$ cat src/rtl/adc_scan_sequencer.sv
// Scan scheduler: walks the channel mask on each period tick and runs the ADC handshake; ADC_SCAN_AVG_EN averages 4 samples per channel.
// Latency: tick -> conv_start in 2 cycles, conv_done -> result_valid in 1 cycle, last conv_done -> scan_done in 2 cycles.
// Backpressure: holds conv_ch/ISSUE while conv_busy is high, with no timeout.
module adc_scan_sequencer #(
    parameter int NCH = 4,
    parameter int DW  = 12,
    parameter int PW  = 16,
    localparam int CW = $clog2(NCH)
) (
    input  logic           clk,
    input  logic           rst_n,
    input  logic           enable,
    input  logic [NCH-1:0] ch_mask,
    input  logic [PW-1:0]  period,
    input  logic [DW-1:0]  threshold,
    output logic           conv_start,
    output logic [CW-1:0]  conv_ch,
    input  logic           conv_busy,
    input  logic           conv_done,
    input  logic [DW-1:0]  conv_data,
    output logic           result_valid,
    output logic [CW-1:0]  result_ch,
    output logic [DW-1:0]  result_data,
    output logic [NCH-1:0] above,
    output logic           scan_done,
    output logic           overrun
);

    typedef enum logic [2:0] {
        S_IDLE, S_WAIT_TICK, S_PICK, S_ISSUE, S_WAIT_DONE, S_STORE, S_DRAIN
    } state_t;

    state_t         state, state_nxt;
    logic [PW-1:0]  cnt;
    logic [NCH-1:0] scan_mask;
    logic [NCH-1:0] ch_onehot;
    logic [CW-1:0]  pick_ch;
    logic           cnt_run;
    logic           tick;
    logic           last_smp;
    logic [DW-1:0]  smp_val;

    // The period counter keeps running through a scan so tick spacing never drifts.
    assign cnt_run   = (state != S_IDLE) && (state != S_DRAIN);
    assign tick      = cnt_run && (cnt == '0);
    assign ch_onehot = NCH'(1) << conv_ch;

`ifdef ADC_SCAN_AVG_EN
    logic [1:0]    smp_cnt;
    logic [DW+1:0] acc;
    logic [DW+1:0] acc_sum;

    assign acc_sum  = acc + {2'b00, conv_data};
    assign last_smp = (smp_cnt == 2'd3);
    assign smp_val  = acc_sum[DW+1:2];

    always_ff @(posedge clk or negedge rst_n) begin
        if (!rst_n) begin
            smp_cnt <= '0;
            acc     <= '0;
        end else if (state == S_PICK) begin
            smp_cnt <= '0;
            acc     <= '0;
        end else if (state == S_WAIT_DONE && conv_done && enable) begin
            smp_cnt <= smp_cnt + 2'd1;
            acc     <= acc_sum;
        end
    end
`else
    assign last_smp = 1'b1;
    assign smp_val  = conv_data;
`endif

    always_comb begin
        pick_ch = '0;
        for (int i = NCH - 1; i >= 0; i--) begin
            if (scan_mask[i]) pick_ch = CW'(i);
        end
    end

    always_ff @(posedge clk or negedge rst_n) begin
        if (!rst_n) state <= S_IDLE;
        else        state <= state_nxt;
    end

    always_comb begin
        state_nxt  = state;
        conv_start = 1'b0;
        scan_done  = 1'b0;
        case (state)
            S_IDLE:      if (enable) state_nxt = S_WAIT_TICK;
            S_WAIT_TICK: begin
                if (!enable)   state_nxt = S_IDLE;
                else if (tick) state_nxt = S_PICK;
            end
            S_PICK: begin
                if (!enable) begin
                    state_nxt = S_IDLE;
                end else if (scan_mask == '0) begin
                    scan_done = 1'b1;
                    state_nxt = S_WAIT_TICK;
                end else begin
                    state_nxt = S_ISSUE;
                end
            end
            S_ISSUE: begin
                if (!enable) begin
                    state_nxt = S_IDLE;
                end else if (!conv_busy) begin
                    conv_start = 1'b1;
                    state_nxt  = S_WAIT_DONE;
                end
            end
            S_WAIT_DONE: begin
                // A conversion already in flight must finish before we may leave.
                if (!enable)        state_nxt = conv_done ? S_IDLE : S_DRAIN;
                else if (conv_done) state_nxt = last_smp ? S_STORE : S_ISSUE;
            end
            S_STORE:     state_nxt = enable ? S_PICK : S_IDLE;
            S_DRAIN:     if (conv_done) state_nxt = S_IDLE;
            default:     state_nxt = S_IDLE;
        endcase
    end

    always_ff @(posedge clk or negedge rst_n) begin
        if (!rst_n) cnt <= '0;
        else if (state == S_IDLE) cnt <= enable ? period : '0;
        else if (cnt_run) cnt <= tick ? period : cnt - PW'(1);
    end

    always_ff @(posedge clk or negedge rst_n) begin
        if (!rst_n) begin
            scan_mask    <= '0;
            conv_ch      <= '0;
            result_valid <= 1'b0;
            result_ch    <= '0;
            result_data  <= '0;
            above        <= '0;
            overrun      <= 1'b0;
        end else begin
            result_valid <= 1'b0;
            if (state == S_IDLE && !enable) overrun <= 1'b0;
            else if (tick && state != S_WAIT_TICK) overrun <= 1'b1;
            if (state == S_WAIT_TICK && tick && enable) scan_mask <= ch_mask;
            if (state == S_PICK && scan_mask != '0) conv_ch <= pick_ch;
            if (state == S_WAIT_DONE && conv_done && enable && last_smp) begin
                result_valid <= 1'b1;
                result_ch    <= conv_ch;
                result_data  <= smp_val;
                above        <= (above & ~ch_onehot) | ((smp_val > threshold) ? ch_onehot : '0);
                scan_mask    <= scan_mask & ~ch_onehot;
            end
        end
    end

endmodule

$ cat config.mk
export PLATFORM = sky130hd
export DESIGN_NAME = adc_scan_sequencer
export DESIGN_NICKNAME = d
export VERILOG_FILES = /design/src/rtl/adc_scan_sequencer.sv
export SDC_FILE = /design/constraint.sdc
export NUM_CORES = 1
export LEC_CHECK = 0
export CORE_UTILIZATION = 42
export DETAILED_ROUTE_END_ITERATION = 6
export PLACE_DENSITY = 0.79
export SYNTH_ARGS = -nofsm -noshare
export SYNTH_HDL_FRONTEND = slang
export SYNTH_SLANG_ARGS = --single-unit
$ cat constraint.sdc
create_clock -name clk -period 2.5 [get_ports clk]
set_clock_uncertainty 0.05 [all_clocks]
set_input_delay 0.25 -clock clk [delete_from_list [all_inputs] [get_ports clk]]
set_output_delay 0.25 -clock clk [all_outputs]
set_load 0.01 [all_outputs]
==> results.py <==
metrics = {
    "yosys": {
        "ys_async_sr_fraction_pct": 100,
        "yosys-top-cells-area": "dfrtp_1 (41%), nand2_1 (6.9%), ha_1 (6.3%)",
        "ys.flop_type": "dfrtp_1",
        "synth_edf_count": 0,
        "synth_mux_area_share_pct": 4.03,
        "avgSynthCellArea_um2": 8.77,
        "synth_area_um2": 2760,
        "yosysSeqAreaShare_pct": 40.7,
        "synth_xor_area_share_pct": 0.634,
        "yosysTopAreaCellShare_pct": 40.7,
        "synth_cell_type_count": 50,
        "synth_compound_area_share_pct": 19.2,
        "synth_top_family_by_area": "simple AND/OR/NAND/NOR gates",
        "yosysTopAreaCell": "dfrtp_1",
        "synth_warnings": 0,
        "synth_fp_nets": 378,
        "synth-adder-area-share_pct": 6.34,
        "synthesis.instances": 315,
        "ys_ff_latch": 45,
        "yosys.area_share.simple_pct": 23.9,
    },
    "detailed_routing": {
        "wl_per_cell_um": 15.4,
        "drt_iter0_drc": 119,
        "vias": 2676,
        "vias_per_cell": 5.61,
        "dr.pass1.iters": 4,
        "routed_wl_mm": 7.36,
        "antenna_left": 0,
        "drc": 0,
    },
    "pwr": {
        "p_clk_share_pct": 16.5,
        "pwr-share-comb_pct": 48.0,
        "sw_frac_of_total_pct": 39.5,
        "power.density_nw_per_um2": 954,
        "power.leakage_nw": 1.78,
        "power_frac_seq_pct": 35.6,
        "irDropWorstVdd_v": 0.000527,
        "intPower_mw": 2.18,
        "p_sw_mw": 1.42,
    },
    "floorplanning": {
        "pin_count": 73,
        "die_area_um2": 6910,
        "die_w_um": 83.1,
        "core-area_um2": 6350,
        "rows": 29,
        "initial_core_util_pct": 43.5,
        "die_h_um": 83.1,
    },
    "grt": {
        "grt_pass1_vias": 2601,
        "grt_pass1_wl_mm": 12.4,
        "track_usage_pct": 21.8,
        "gr-total-overflow": 0,
        "grt_start_max_net_pins": 26,
        "antenna_found_initial": 0,
    },
    "placed_design": {
        "routabilityCongestion": 0.975,
        "port_buffers": 72,
        "placed_area_um2": 3640,
        "dp_cells": 468,
        "hpwlAfterDp_mm": 5.49,
    },
    "final_layout": {
        "multi_input_area_um2": 1500,
        "layout_common_cells": "clkdlybuf4s50_1 (71), nand2_1 (51), dfrtp_1 (45)",
        "regArea_um2": 1130,
        "diodes": 0,
        "synthToLayoutAreaGrowth_pct": 36.6,
        "final_area_um2": 3770,
        "nFillCells": 576,
        "nNetsFinal": 462,
        "drive_above_1_share_pct": 8.75,
        "stdcell_count": 477,
        "final_common_cell": "clkdlybuf4s50_1",
    },
    "sta": {
        "fmax_mhz": 422,
        "slew_headroom_pct": 65.8,
        "setup_viol": 0,
        "layout_min_cycle_time_ns": 2.37,
        "hold_violations": 0,
        "period_share_pct": 94.7,
        "maxSlewViolCount": 0,
        "finalSetupTns_ns": 0,
        "tightest_slew_ns": 0.507,
        "rsz0062_at_grt": "false",
    },
    "worst_setup_path": {
        "cp_max_fo": 5,
        "crit_type": "reg -> out",
        "worstPathRequired_ns": 2.20,
        "startpoint_type": "flop",
        "r2r_start": "cnt[13]$_DFFE_PN0P_",
        "cp-startpoint": "scan_mask[1]$_DFFE_PN0P_",
        "crit_arrival_ns": 2.07,
        "endpoint_kind": "primary output",
    },
    "outcome": {
        "outcome": "complete, no violations",
    },
    "clocking": {
        "clock_latency_ns": 0.31,
        "clkTransAtPathRegs_ns": 0.09,
        "cts_buffer_depth": 2,
        "cts_num_sinks": 45,
        "cts_root_buffer": "clkbuf_8",
        "cts_max_level": 2,
        "cts_tree": "built",
        "cts_made_buffers": 5,
    },
    "min_path": {
        "hp-class": "in -> async",
    },
    "flow_run": {
        "drv_cap": 0,
    },
}
[per-stage QoR]
stage          hold WS (ns)  utilization (%)  setup WS, ns  power, mW
2_1_floorplan       -0.0956                -         0.428       2.29
3_3_place_gp          0.186             57.4         0.313       2.93
3_5_place_dp          0.198             57.4         0.234       3.00
4_1_cts               0.392             59.4         0.120       3.61
5_1_grt               0.418             59.4        0.0606       3.86
6_report              0.378             59.4         0.132       3.60
[layer usage]
layer  track usage, %  up-vias  share of wire [%]
li1                 -     1300                  -
met5                0        -                  0
met1             27.6     1284                 43
met4             5.96        0                1.3
met2             37.7       84                 50
met3             4.47        8                5.7
[power by group through the flow]
stage	combinational, mW	sequential [mW]	clock, mW
2_1_floorplan	1.05	1.24	0
3_3_place_gp	1.66	1.28	0
3_5_place_dp	1.71	1.28	0
4_1_cts	1.73	1.27	0.614
5_1_grt	1.90	1.32	0.631
6_report	1.73	1.28	0.593
[synth_stat cells, types with 3 or more instances]
master	count
a21oi_1	13
clkbuf_1	9
nor3_1	12
o211ai_1	3
o21ai_0	17
mux2i_1	10
or3_1	4
dfrtp_1	45
a22oi_1	9
a32oi_1	3
a31oi_1	6
and3_1	3
or4_1	3
inv_1	26
ha_1	14
nand3_1	8
o21a_1	6
nor2_1	21
a221o_1	3
nand4_1	4
nand2_1	51
a21o_1	6
nor3b_1	3
[cell families (layout without fill, tap and decap cells)]
family,Yosys count,after routing
AND/OR/NAND/NOR,128,128
AO/OA/AOI/OAI,78,78
flip-flops,45,45
buffers and inverters,37,122
adder cells (fa/ha/maj),14,14
multiplexers,11,11
XOR/XNOR,2,2
[sequential cells by signal (all words and copies together), names as in the netlist, named ones only]
signal	count
state	3
result_ch	2
conv_ch	2
result_valid	1
scan_mask	4
result_data	12
cnt	16
overrun	1
[timing repair]
item                                    in CTS  in global routing
endpoints found under the setup margin       0                  0
resized for setup                            0                  0
setup buffers                                0                  0
hold buffers                                 1                  0
hold endpoints to repair                    20                  0
[cell type report]
type,instances,area share (%)
multi-input combinational,233,39.6
sequential,45,29.8
timing repair buffer,88,22.2
inverter,26,2.59
tap,77,2.55
clock buffer,6,2.19
clock inverter,2,0.994
[critical path, cell delays in order, from the launching register on]
cell and delay [ns]:
dfrtp_1 0.44, or4_1 0.55, nor3_1 0.21, clkdlybuf4s50_1 0.56
[worst paths after layout]
| kind | to | slack [ns] | depth (start not counted) |
|---|---|---|---|
| max | scan_done | 0.13 | 3 |
| min | state[2]$_DFFE_PN0P_ | 0.38 | 2 |
| max reg2reg | cnt[2]$_DFFE_PN0P_ | 0.27 | 6 |
| min reg2reg | result_data[3]$_DFFE_PN0P_ | 0.43 | 2 |
| max in group asynchronous | result_valid$_DFF_PN0_ | 1.29 | 3 |
| min in group clk | result_data[3]$_DFFE_PN0P_ | 0.43 | 2 |
Note: power is estimated with default switching activity, not from simulation.
